File: src/rtl/clock_adjust_ctrl.sv
// Set-mode controller: debounces three buttons, walks the field selection and issues
// single-cycle up/down requests with auto-repeat and an inactivity timeout back to RUN.
module clock_adjust_ctrl #(
    parameter logic [15:0] DEB_CYCLES    = 16'd50000,
    parameter logic [23:0] REPEAT_DELAY  = 24'd5000000,
    parameter logic [23:0] REPEAT_PERIOD = 24'd1000000,
    parameter logic [5:0]  TIMEOUT_S     = 6'd30
) (
    input  logic       clk,
    input  logic       rst,
    input  logic       tick_1hz,
    input  logic       btn_mode,
    input  logic       btn_up,
    input  logic       btn_down,
    output logic       adjust,
    output logic [5:0] field_sel,
    output logic       up_pulse,
    output logic       down_pulse,
    output logic       blink
);

    typedef enum logic [2:0] {
        StRun,
        StSelSec,
        StSelMin,
        StSelHour,
        StSelDay,
        StSelMonth,
        StSelYear
    } state_e;

    // Button index: 0 = mode, 1 = up, 2 = down.
    logic [2:0]  btn_raw;
    logic [2:0]  sync1_q, sync2_q;
    logic [2:0]  deb_q, deb_d, deb_prev_q;
    logic [15:0] deb_cnt_q [3];
    logic [15:0] deb_cnt_d [3];
    logic [2:0]  press;
    logic        mode_ev;

    state_e      state_q, state_d;
    logic [5:0]  to_cnt_q, to_cnt_d;
    logic [23:0] rep_cnt_q, rep_cnt_d;
    logic        rep_phase_q, rep_phase_d;
    logic        adjust_q, adjust_d;
    logic [5:0]  field_sel_q, field_sel_d;
    logic        up_q, up_d;
    logic        down_q, down_d;
    logic        blink_q, blink_d;

    logic        in_sel;
    logic        entering;
    logic        one_held;
    logic [23:0] rep_limit;

    assign btn_raw = {btn_down, btn_up, btn_mode};
    assign press   = deb_q & ~deb_prev_q;
    assign mode_ev = press[0];

    // Level flips on the sample after the count has reached DEB_CYCLES.
    always_comb begin
        for (int i = 0; i < 3; i++) begin
            deb_d[i]     = deb_q[i];
            deb_cnt_d[i] = 16'd0;
            if (sync2_q[i] != deb_q[i]) begin
                if (deb_cnt_q[i] >= DEB_CYCLES) begin
                    deb_d[i] = sync2_q[i];
                end else begin
                    deb_cnt_d[i] = deb_cnt_q[i] + 16'd1;
                end
            end
        end
    end

    always_comb begin
        state_d = state_q;
        if (mode_ev) begin
            unique case (state_q)
                StRun:      state_d = StSelSec;
                StSelSec:   state_d = StSelMin;
                StSelMin:   state_d = StSelHour;
                StSelHour:  state_d = StSelDay;
                StSelDay:   state_d = StSelMonth;
                StSelMonth: state_d = StSelYear;
                default:    state_d = StRun;
            endcase
        end else if ((state_q != StRun) && tick_1hz &&
                     (({1'b0, to_cnt_q} + 7'd1) >= {1'b0, TIMEOUT_S})) begin
            state_d = StRun;
        end
    end

    always_comb begin
        in_sel    = (state_q != StRun);
        entering  = (state_d != StRun) && (state_d != state_q);
        one_held  = deb_q[1] ^ deb_q[2];
        rep_limit = rep_phase_q ? REPEAT_PERIOD : REPEAT_DELAY;

        to_cnt_d = to_cnt_q;
        if ((state_d == StRun) || entering || (|press)) begin
            to_cnt_d = 6'd0;
        end else if (tick_1hz && (to_cnt_q != 6'h3f)) begin
            to_cnt_d = to_cnt_q + 6'd1;
        end

        rep_cnt_d   = rep_cnt_q;
        rep_phase_d = rep_phase_q;
        up_d        = 1'b0;
        down_d      = 1'b0;
        // rep_cnt_q == 0 means no repeat run is armed.
        if (!in_sel || mode_ev || (state_d != state_q) || !one_held) begin
            rep_cnt_d   = 24'd0;
            rep_phase_d = 1'b0;
        end else if (press[1] || press[2]) begin
            rep_cnt_d   = 24'd1;
            rep_phase_d = 1'b0;
            up_d        = press[1];
            down_d      = press[2];
        end else if (rep_cnt_q != 24'd0) begin
            if (rep_cnt_q >= rep_limit) begin
                rep_cnt_d   = 24'd1;
                rep_phase_d = 1'b1;
                up_d        = deb_q[1];
                down_d      = deb_q[2];
            end else if (rep_cnt_q != 24'hffffff) begin
                rep_cnt_d = rep_cnt_q + 24'd1;
            end
        end

        blink_d = blink_q;
        if ((state_d == StRun) || entering) begin
            blink_d = 1'b1;
        end else if (tick_1hz) begin
            blink_d = ~blink_q;
        end

        adjust_d = (state_d != StRun);
        unique case (state_d)
            StSelSec:   field_sel_d = 6'b000001;
            StSelMin:   field_sel_d = 6'b000010;
            StSelHour:  field_sel_d = 6'b000100;
            StSelDay:   field_sel_d = 6'b001000;
            StSelMonth: field_sel_d = 6'b010000;
            StSelYear:  field_sel_d = 6'b100000;
            default:    field_sel_d = 6'b000000;
        endcase
    end

    always_ff @(posedge clk or posedge rst) begin
        if (rst) begin
            sync1_q     <= 3'b000;
            sync2_q     <= 3'b000;
            deb_q       <= 3'b000;
            deb_prev_q  <= 3'b000;
            for (int i = 0; i < 3; i++) begin
                deb_cnt_q[i] <= 16'd0;
            end
            state_q     <= StRun;
            to_cnt_q    <= 6'd0;
            rep_cnt_q   <= 24'd0;
            rep_phase_q <= 1'b0;
            adjust_q    <= 1'b0;
            field_sel_q <= 6'b000000;
            up_q        <= 1'b0;
            down_q      <= 1'b0;
            blink_q     <= 1'b1;
        end else begin
            sync1_q     <= btn_raw;
            sync2_q     <= sync1_q;
            deb_q       <= deb_d;
            deb_prev_q  <= deb_q;
            for (int i = 0; i < 3; i++) begin
                deb_cnt_q[i] <= deb_cnt_d[i];
            end
            state_q     <= state_d;
            to_cnt_q    <= to_cnt_d;
            rep_cnt_q   <= rep_cnt_d;
            rep_phase_q <= rep_phase_d;
            adjust_q    <= adjust_d;
            field_sel_q <= field_sel_d;
            up_q        <= up_d;
            down_q      <= down_d;
            blink_q     <= blink_d;
        end
    end

    assign adjust     = adjust_q;
    assign field_sel  = field_sel_q;
    assign up_pulse   = up_q;
    assign down_pulse = down_q;
    assign blink      = blink_q;

endmodule

File: config.mk
export PLATFORM = sky130hd
export DESIGN_NAME = clock_adjust_ctrl
export DESIGN_NICKNAME = d
export VERILOG_FILES = /design/src/rtl/clock_adjust_ctrl.sv
export SDC_FILE = /design/constraint.sdc
export NUM_CORES = 1
export LEC_CHECK = 0
export ABC_AREA = 1
export CAP_MARGIN = 25
export CORE_MARGIN = 2
export CORE_UTILIZATION = 66
export DETAILED_ROUTE_END_ITERATION = 10
export PLACE_DENSITY = 0.85
export SLEW_MARGIN = 40
export SYNTH_ARGS = -nofsm -noshare
export SYNTH_HDL_FRONTEND = slang
export SYNTH_SLANG_ARGS = --single-unit
File: constraint.sdc
create_clock -name clk -period 8.4 [get_ports clk]
set_input_delay 1.26 -clock clk [delete_from_list [all_inputs] [get_ports clk]]
set_output_delay 1.26 -clock clk [all_outputs]
set_load 0.005 [all_outputs]
Yosys cells after proc, flatten, opt, wreduce, memory -nomap -nowiden --
Cells that the tools add are included.
Cells by class: $mul 0, reductions and logical operators 28, div/mod/pow operators 0, order comparisons 5, shift operators 0, bitwise logic cells 4, multiplexer cells 32, eq/ne operators 17, $add $sub $neg 6
Operators with widths (number):
- 2-to-1 mux 24 bit | 5
- 2-to-1 mux 16 bit | 6
- adder 16 x 1 -> 16 bit, second input constant | 3
- >= comparator 16 bit, second input constant | 3
- one-hot mux 6 bit (6 select lines) | 1
- adder 24 x 1 -> 24 bit, second input constant | 1
- >= comparator 24 x 23 -> 1 bit | 1
- != test 24 bit, second input constant | 1
- nonzero test 24 bit | 1
- 2-to-1 mux 23 bit | 1
- one-hot mux 3 bit (6 select lines) | 1
- == test 3 bit, second input constant | 5
- 2-to-1 mux 1 bit | 14
- == test 3 x 2 -> 1 bit, second input constant | 4
- 2-to-1 mux 6 bit | 2
- nonzero test 3 bit | 4
- AND reduction 2 bit | 5
- adder 6 x 1 -> 7 bit, second input constant | 1
- >= comparator 7 x 5 -> 1 bit, second input constant | 1
- adder 6 x 1 -> 6 bit, second input constant | 1
- == test 3 x 1 -> 1 bit, second input constant | 2
- logical NOT 3 bit | 2
- logical OR 1 bit | 6
- 2-to-1 mux 3 bit | 2
- other kinds (12) | 19
Word-level totals: latch bits 0, RAM bits 0, memories kept 0, register bits 104, output and inout bits 10, bits in read-only memories 0

Longest topological paths before layout --
Gate-level depths: netlist of the first run.
depth in word-level cells 10, mapped depth 15, depth with buffers taken out 15

Least setup slack after synthesis of the first run --
Ideal clock, no wire load.
path type input to register, start input port tick_1hz, end register field_sel_q[1] (netlist: field_sel[1]), data required time 8.274 ns, stages 7, setup slack 6.297 ns, buffers on the path 0, data arrival time 1.977 ns, cell sequence inv_1 > nor2_1 > nand2_2 > a31oi_1 > inv_1 > nand2_1 > nor2_1
Between the ends: longest elaborated chain between the ends 6
RTL lines:
- start: declaration | line 11 | input logic tick_1hz,
- logical AND 1 bit * (2 in a row) | line 87 | end else if ((state_q != StRun) && tick_1hz &&
- 2-to-1 mux 3 bit * | line 87
- 2-to-1 mux 3 bit * | line 77 | if (mode_ev) begin
- via state_d[1] | line 41 | state_e state_q, state_d;
- == test 3 bit, or another cell as far along | line 138 | unique case (state_d)
- one-hot mux 6 bit (6 select lines) * | line 138
- via field_sel_d[1] | line 46 | logic [5:0] field_sel_q, field_sel_d;
- end signal: assignment | line 180 | field_sel_q <= field_sel_d;
- end: declaration | line 46
Mark *: on every way through the listed nets, which the timed path passes. The rest lies on a longest branch. A chain may end at the register's enable or synchronous reset.

Final worst setup path of the first run --
start register blink_q (netlist: blink), end output port blink
RTL lines:
- start: declaration | line 49 | logic blink_q, blink_d;
- start signal: assignment | line 183 | blink_q <= blink_d;
- end: declaration | line 19 | output logic blink
No word-level cell between the ends.

==> results.cfg, run 1 <==
[logic_synthesis]
synth_adder_area_share_pct = 3.47
synthCells = 628
synth-compound-area-share_pct = 4.25
synth_edf_count = 0
synthArstFlopShare_pct = 100
synth_flop_cell = dfrtp_1
synth_top_area_share_pct = 47.6
synth.distinct_cells = 38
seq_area_frac_synth_pct = 48.1
ys_ff_latch = 104
syn_nets = 649
yosys_warnings = 0
synth-simple-area-share_pct = 29.2
synth_top_family_by_area = simple AND/OR/NAND/NOR gates
postSynthAreaPerCell_um2 = 8.62
synthMuxAreaShare_pct = 0
syn-cell-area_um2 = 5410
synth_top_cell_by_area = dfrtp_1
yosys-top-cells-area = dfrtp_1, nand2_1, nor2_1, inv_1, xor2_1
synth_xor_area_share_pct = 7.93

[worst_setup_path]
startpoint_type = register
path_delay_family = flip-flops
r2r_cells = 9
critical_path_class = register to primary output
reg2reg_slack_ns = 6.06
worst_ep_required_time_ns = 7.14
slowest_delay_ns = 0.56
reg2reg_to = rep_cnt_q[23]
worstPathArrival_ns = 1.43
worst-path-buf-inv = 1
endpoint_kind = primary output
reg2reg_from = rep_phase_q
slowest_stage = dfstp_2
crit_path_cell_trace = clkdlybuf4s50_1
critPathMaxFanout = 2

[place]
dp_slack_ns = 5.11
place_congestion = 0.855
numPortBuffers = 15
dp_hpwl_um = 7000
placed_area_um2 = 5660

[detailed_routing]
drc_errors = 0
viasPerCell = 5.36
wl_met3_um = 277
dr_wl_met2_um = 4800
ant_nets = 0
wl_um = 9600
vias = 4065
drt-initial-drc-count = 146
first_pass_iters = 4
wl_per_cell_um = 12.6
maxUsedRoutingLayer = met4
wl_met1_um = 4370

[global_route]
groute.usage.overall_pct = 23.7
grt_first_pass_wirelength_um = 16900
grt_pass1_vias = 3973
antenna_found_initial = 0
grt_max_degree = 61
grt_overflow_total = 0

[sta]
setup_viol = 0
fin_crit_sh_pct = 32.1
drv_slew = 0
setup_ws_ns = 5.71
tns_ns = 0
min_period_ns = 2.69
rsz0062_at_grt = no
finalHoldViolCount = 0
fin_worst_skew_ns = 0.00691
whs_ns = 0.355
tightest_slew_ns = 0.708
maxClockFrequency_mhz = 371
slew_headroom_pct = 52.8

[layout]
nNetsFinal = 670
layout_commonest_cell = dfrtp_1
final_cell_mix = dfrtp_1, nand2_1, nor2_1, inv_1, nand3_1
diodes = 0
area_growth_pct = 8.12
final.fill_count = 624
drive_gt1_share_pct = 9.94
post-route-cell-area_um2 = 5850

[clock_network]
cts_root_buf = clkbuf_8
cts_setup_buffers = 0
ctsResizeCount = 0
cts_made_buffers = 9
ctsHoldBuffers = 0
clk_path_buf_depth = 2
cts_max_level = 3
cts.sinks = 104
clk_latency_ns = 0.37
cts.clk_slew.worst_paths_ns = 0.10
cts_tree = done

[min_path]
holdPathStages = 0
hold_start = sync1_q[0]
min_to = sync2_q[0]
hp-class = register to register

[status]
status = finished, final reports clean

[run]
cap_violations = 0

[floorplan]
die_h_um = 94.6
initial_core_util_pct = 66.9
die_w_um = 94.6
rows = 33
coreArea_um2 = 8090
die_area_um2 = 8940
ios = 16

[pwr]
power_uw = 967
power_density_nw_per_um2 = 165
leakagePower_uw = 0.00271
ir_drop_uv = 107
==> cell type report <==
class / instances / area (um^2) / share of cell area (%)
Inverter: 91 / 344 / 5.88
Clock buffer: 10 / 128 / 2.18
Timing Repair Buffer: 16 / 158 / 2.69
Sequential cell: 104 / 2600 / 44.5
Clock inverter: 6 / 52.6 / 0.898
Tap cell: 105 / 131 / 2.25
Multi-Input combinational cell: 427 / 2430 / 41.6
==> stage by stage <==
stage               util (%)  instances
CTS                     72.2        759
finish                  72.3        759
detailed placement      70.0        743
global placement        70.0        743
floorplan                  -        628
global route            72.3        759
==> logic make-up after synthesis <==
kind of cell,Yosys count
adders and majority gates,15
DFF,104
xor gates and xnor gates,49
buffers and inverters,97
and+or+nand+nor,323
AOI/OAI and AO/OA,40
==> flip-flops by register name, indices dropped and copies added, names as in the netlist <==
register,count
deb_cnt_q,48
rep_cnt_q,24
field_sel,6
to_cnt_q,6
deb_prev_q,3
deb_q,3
state_q,3
sync1_q,3
sync2_q,3
adjust,1
blink,1
down_pulse,1
rep_phase_q,1
up_pulse,1
==> power breakdown <==
group / switching [uW] / internal (uW)
sequential: 21.6 / 527
clock: 177 / 112
combinational: 78.2 / 50.9
total: 277 / 690
==> worst max path at each step <==
stage	end	start	cells after the start	slack, ns
after floorplan	adjust	rst	1	4.41
after global placement	rep_cnt_q[8]	tick_1hz	8	5.20
final	blink	blink	1	5.71
after detailed placement	rep_cnt_q[15]	tick_1hz	8	5.11
after CTS	rep_cnt_q[23]	tick_1hz	8	5.50
after global routing	blink	blink	1	5.65
==> layer usage <==
metal  up-vias  global-route usage [%]
li1       2041                       -
met4         0                    7.73
met3        16                    4.31
met5         -                       0
met2        70                    42.2
met1      1938                    29.3
==> Yosys cell counts (2+ instances only) <==
master,instances
a211oi_1,4
nand3_1,45
buf_6,2
buf_2,3
o21ai_0,11
nand2_2,2
or2_2,2
dfrtp_1,103
nor2_4,4
nand4_1,9
nand3_4,2
nor4_1,11
nor3b_1,6
nand3_2,3
a21oi_1,19
nor2_1,90
xor2_1,33
xnor2_1,16
inv_2,3
nor3_2,2
nand4_2,2
nor2_2,22
nand2_1,100
inv_1,88
nor3_1,19
ha_1,15
Note: power is estimated with default switching activity, not from simulation.
==> inputs of run 2 (changes only) <==
--- a/config.mk
+++ b/config.mk
@@ -8,9 +8,9 @@
 export ABC_AREA = 1
 export CAP_MARGIN = 25
 export CORE_MARGIN = 2
-export CORE_UTILIZATION = 66
+export CORE_UTILIZATION = 62
 export DETAILED_ROUTE_END_ITERATION = 10
-export PLACE_DENSITY = 0.85
+export PLACE_DENSITY = 0.8
 export SLEW_MARGIN = 40
 export SYNTH_ARGS = -nofsm -noshare
 export SYNTH_HDL_FRONTEND = slang
==> constraint.sdc (replaced) <==
create_clock -name clk -period 2.65 [get_ports clk]
set_input_delay 0.3975 -clock clk [delete_from_list [all_inputs] [get_ports clk]]
set_output_delay 0.3975 -clock clk [all_outputs]
set_load 0.005 [all_outputs]
==> run 2 against run 1 <==
  * Cell count is 0.79% higher
  * Clock-buffer cell count did not move
  * Core utilization is 4.0 points lower
  * Final area is 0.36% higher
  * Clock skew rose by 0.0050 ns
  * First-iteration DRC count grew 45%
  * Largest cell class unchanged
==> results.cfg, run 2 (same netlist as run 1, synthesis figures left out) <==
[detailed_routing]
first_pass_iters = 5
ant_nets = 0
wl_um = 9670
drt-initial-drc-count = 212
wl_per_cell_um = 12.6
vias = 3985
drc_errors = 0
viasPerCell = 5.21

[worst_setup_path]
endpoint_kind = register
worstPathArrival_ns = 2.40
critical_path_class = register to register
reg2reg_slack_ns = 0.50
startpoint_type = register
slowest_delay_ns = 0.45
slowest_stage = dfrtp_1
crit_path_cell_trace = ha_1, nand2_2, nor2_4, nand3_2, nor2_4, nand3_4, nor2_4, nand4_2, nand4_2, buf_4, nor2_2
reg2reg_from = rep_cnt_q[0]
r2r_cells = 11
cp_common_cell = nor2_4
worst_ep_required_time_ns = 2.90
reg2reg_to = rep_cnt_q[5]
critPathMaxFanout = 20

[sta]
whs_ns = 0.365
tightest_slew_ns = 0.569
fin_crit_sh_pct = 81.0
fin_worst_skew_ns = 0.0119
setup_viol = 0
drv_slew = 0
tns_ns = 0
min_period_ns = 2.15
finalHoldViolCount = 0
slew_headroom_pct = 61.9
rsz0062_at_grt = no
maxClockFrequency_mhz = 466

[global_route]
grt_max_degree = 55
grt_pass1_vias = 3962
antenna_found_initial = 0
groute.usage.overall_pct = 21.9
grt_first_pass_wirelength_um = 17200
grt_use_met1_pct = 29.5
grtUsageMet2_pct = 35.8
met3_usage_pct = 4.39
grt.busiest_layer = met2
grt_overflow_total = 0

[pwr]
power.share.clock_pct = 29.3
switchingPower_uw = 858
p_seq_share_pct = 57.2
p_sw_share_pct = 28.2
power_density_nw_per_um2 = 518
ir_drop_uv = 312
p_int_uw = 2180
pwr-share-comb_pct = 13.5
leakagePower_uw = 0.00273

[layout]
post-route-util_pct = 68.3
nNetsFinal = 673
diodes = 0
regMostFlops = deb_cnt_q
largest_register_ffs = 48
final_cell_mix = dfrtp_1, nand2_1, nor2_1, inv_1, nand3_1
reg.largest.list = deb_cnt_q x48, rep_cnt_q x24
area_growth_pct = 8.51
layout_commonest_cell = dfrtp_1
drive_gt1_share_pct = 10.4

[clock_network]
ctsHoldBuffers = 0
clk_latency_ns = 0.37
cts_made_buffers = 9
cts.clk_slew.worst_paths_ns = 0.10
cts_root_buf = clkbuf_8
cts.sinks = 104
clk_path_buf_depth = 2
ctsResizeCount = 0
cts_max_level = 3
cts_tree = done
cts_setup_buffers = 0

[floorplan]
die_w_um = 97.4
rows = 34
die_h_um = 97.4
initial_core_util_pct = 63.0
coreArea_um2 = 8590
die_area_um2 = 9490
ios = 16

[place]
dp_hpwl_um = 7100
place_congestion = 0.919
numPortBuffers = 15

[min_path]
holdPathStages = 0
min_to = sync2_q[2]
hp-class = register to register
hold_start = sync1_q[2]

[run]
cap_violations = 0

[status]
status = finished, final reports clean
run 2: layer usage:
metal	part of all wire, %	wire length [um]
met5	0	0
met4	1.3	130
met3	3.4	331
met1	47	4540
met2	48	4680
run 2: how the worst max path moves through the flow:
stage | cells past startpoint | from | slack [ns] | endpoint
2_1_floorplan | 11 | rep_cnt_q[0] | 0.90 | rep_cnt_q[5]
3_3_place_gp | 11 | rep_cnt_q[0] | 0.64 | rep_cnt_q[13]
3_5_place_dp | 11 | rep_cnt_q[0] | 0.52 | rep_cnt_q[19]
4_1_cts | 11 | rep_cnt_q[0] | 0.51 | rep_cnt_q[5]
5_1_grt | 11 | rep_cnt_q[0] | 0.37 | rep_cnt_q[5]
6_report | 11 | rep_cnt_q[0] | 0.50 | rep_cnt_q[5]
run 2: critical path: cells and delay by family (launching register included):
family / cells / cell delay [ns]
buffers and inverters: 1 / 0.33
AND/OR/NAND/NOR: 9 / 0.97
flip-flops: 1 / 0.45
adder cells (fa/ha/maj): 1 / 0.24
run 2: area by class of cell:
type,instances,area [um^2]
clock buffers,10,128
clock inverters,6,42.5
fillers,683,2720
inverters,91,345
multi-input cells,427,2420
flip-flops and latches,104,2600
well taps,108,135
repair buffers,19,193
run 2: metrics by stage:
stage / total power [uW] / worst slack, ns / cell area (um^2) / instances
CTS: 3080 / 0.509 / 5870 / 765
finish: 3040 / 0.504 / 5870 / 765
global placement: 2160 / 0.636 / 5700 / 749
floorplan: 2050 / 0.895 / 5420 / 628
global route: 3210 / 0.367 / 5870 / 765
detailed placement: 2190 / 0.524 / 5700 / 749
run 2: power by group through the flow:
stage	clock network, uW	registers [uW]	logic [uW]
global placement	0	1760	397
finish	892	1740	411
global route	982	1750	476
detailed placement	0	1770	418
floorplan	0	1760	288
CTS	926	1740	419
==> inputs of run 3 (changes only) <==
--- a/config.mk
+++ b/config.mk
@@ -8,9 +8,9 @@
 export ABC_AREA = 1
 export CAP_MARGIN = 25
 export CORE_MARGIN = 2
-export CORE_UTILIZATION = 62
+export CORE_UTILIZATION = 56
 export DETAILED_ROUTE_END_ITERATION = 10
-export PLACE_DENSITY = 0.8
+export PLACE_DENSITY = 0.76
 export SLEW_MARGIN = 40
 export SYNTH_ARGS = -nofsm -noshare
 export SYNTH_HDL_FRONTEND = slang
==> constraint.sdc (replaced) <==
create_clock -name clk -period 1.9 [get_ports clk]
set_input_delay 0.285 -clock clk [delete_from_list [all_inputs] [get_ports clk]]
set_output_delay 0.285 -clock clk [all_outputs]
set_load 0.005 [all_outputs]
==> run 3 against run 2 <==
  * Non-clock buffer count rose by 33
  * Highest routed layer unchanged
  * Critical path type unchanged
  * Total power rose by 49%
  * Sequential share of layout area down 3.5 points
  * First-iteration DRC count rose by 13%
  * Combinational power grew 81%
  * Worst setup slack got worse by 0.50 ns
  * Core utilization about the same
  * Largest cell class unchanged
  * Via count rose by 6.0%
  * Maximum frequency is 13% higher
  * Sequential power increased by 40%
  * Global-route usage shrank 0.54 points
==> results.cfg, run 3 (same netlist as run 1, synthesis figures left out) <==
[worst_setup_path]
startpoint_type = register
critPathMaxFanout = 11
critical_path_class = register to register
reg2reg_from = to_cnt_q[1]
worst_ep_required_time_ns = 2.20
cp-startpoint = to_cnt_q[1]
endpoint_kind = register
worstPathArrival_ns = 2.20

[detailed_routing]
viasPerCell = 5.16
drc_errors = 0
ant_nets = 0
wl_per_cell_um = 12.8
vias = 4223
first_pass_iters = 4
drt-initial-drc-count = 239
wl_um = 10500

[global_route]
grt_max_degree = 78
grt_overflow_total = 0
grt_first_pass_wirelength_um = 17900
groute.usage.overall_pct = 21.3
grt_pass1_vias = 4166
antenna_found_initial = 0

[sta]
rsz0062_at_grt = yes
min_period_ns = 1.90
maxClockFrequency_mhz = 527
slew_headroom_pct = 70.8
setup_viol = 0
tightest_slew_ns = 0.434
fin_worst_skew_ns = 0.0117
whs_ns = 0.348
fin_crit_sh_pct = 99.9
drv_slew = 0
finalHoldViolCount = 0
tns_ns = 0

[layout]
final.fill_count = 733
nNetsFinal = 706
reg.largest.list = deb_cnt_q x48, rep_cnt_q x24
diodes = 0
layout_commonest_cell = dfrtp_1
drive_gt1_share_pct = 20.1
largest_register_ffs = 48
post-route-util_pct = 68.4
regMostFlops = deb_cnt_q
area_growth_pct = 17.8
final_cells = 819
final_cell_mix = dfrtp_1, nand2_1, inv_1, nor2_1, nand3_1

[min_path]
hold_start = btn_mode
hp-class = input pin to register

[place]
place_congestion = 0.894
dp_hpwl_um = 7430
place_inst = 796
numPortBuffers = 15

[floorplan]
rows = 35
ios = 16
die_area_um2 = 10500
die_h_um = 102
initial_core_util_pct = 58.0
die_w_um = 102
coreArea_um2 = 9330

[run]
cap_violations = 0

[clock_network]
cts.clk_slew.worst_paths_ns = 0.09
cts_made_buffers = 9
cts_tree = done
ctsHoldBuffers = 0
clk_latency_ns = 0.37
cts_root_buf = clkbuf_8
clk_path_buf_depth = 2
cts.sinks = 104
cts_max_level = 3

[pwr]
leakagePower_uw = 0.00298
power_density_nw_per_um2 = 712
ir_drop_uv = 586

[status]
status = finished, final reports clean
[run 3: cell count changes in the layout (fill, tap and decap cells not counted), moves of 5 or more]
cell | previous run | this run
nand3_2 | 3 | 8
inv_1 | 87 | 82
nand2_2 | 2 | 9
nand2_1 | 100 | 91
nor2_1 | 90 | 78
buf_4 | 3 | 32
nand3_1 | 45 | 40
nor2_2 | 22 | 33
[run 3: repair_timing]
item,CTS,global route
endpoints found under the hold margin,0,0
gates resized for setup,1,49
pin swaps,0,9
buffers inserted,0,7
endpoints found under the setup margin,19,52
[run 3: metal layers]
layer	routed length, um	vias up	GRT usage (%)	share of wire (%)
li1	-	2116	-	-
met1	4700	2022	27.2	45
met2	5310	70	36.4	50
met3	357	15	4.86	3.4
met4	151	0	6.36	1.4
met5	0	-	0	0
[run 3: cell type report]
cell class,count,area (um^2),area share (%)
timing repair buffer,52,473,7.42
clock inverter,6,67.6,1.06
clock buffer,10,128,2.00
sequential,104,2610,40.9
multi-input combinational,427,2590,40.7
tap,129,161,2.53
inverter,91,348,5.46
[run 3: power by group]
group	switching (uW)	internal, uW	leakage, uW	total [uW]
registers	102	2330	0.00141	2430
clock network	747	619	0.0000986	1370
logic	421	321	0.00147	742
[run 3: final timing paths]
check / endpoint / slack [ns] / depth (start not counted)
max: rep_cnt_q[14] / 0.001 / 13
min: sync1_q[0] / 0.35 / 1
max reg2reg: rep_cnt_q[14] / 0.001 / 13
min reg2reg: sync2_q[1] / 0.36 / 0
max in group asynchronous: rep_cnt_q[14] / 1.19 / 3
min in group asynchronous: rep_cnt_q[0] / 0.36 / 3
[run 3: critical path: stages, from the launching register on]
cell and delay (ns):
dfrtp_1 0.44, ha_2 0.23, nand2_2 0.08, inv_2 0.04, nand2_2 0.07, nor2_2 0.05, nor2_1 0.14, nand2_2 0.08
nand2_4 0.08, nand3_4 0.12, nor2_8 0.14, nand4_4 0.12, buf_12 0.18, nor2_2 0.07
[run 3: metrics by stage]
step | power [uW] | cell area [um^2] | setup slack, ns
after floorplan | 2850 | 5420 | 0.145
after global placement | 3030 | 5950 | 0.0461
after detailed placement | 3070 | 5950 | -0.0115
after CTS | 4440 | 6150 | 0.00582
after global routing | 4790 | 6380 | -0.147
final | 4540 | 6380 | 0.00103
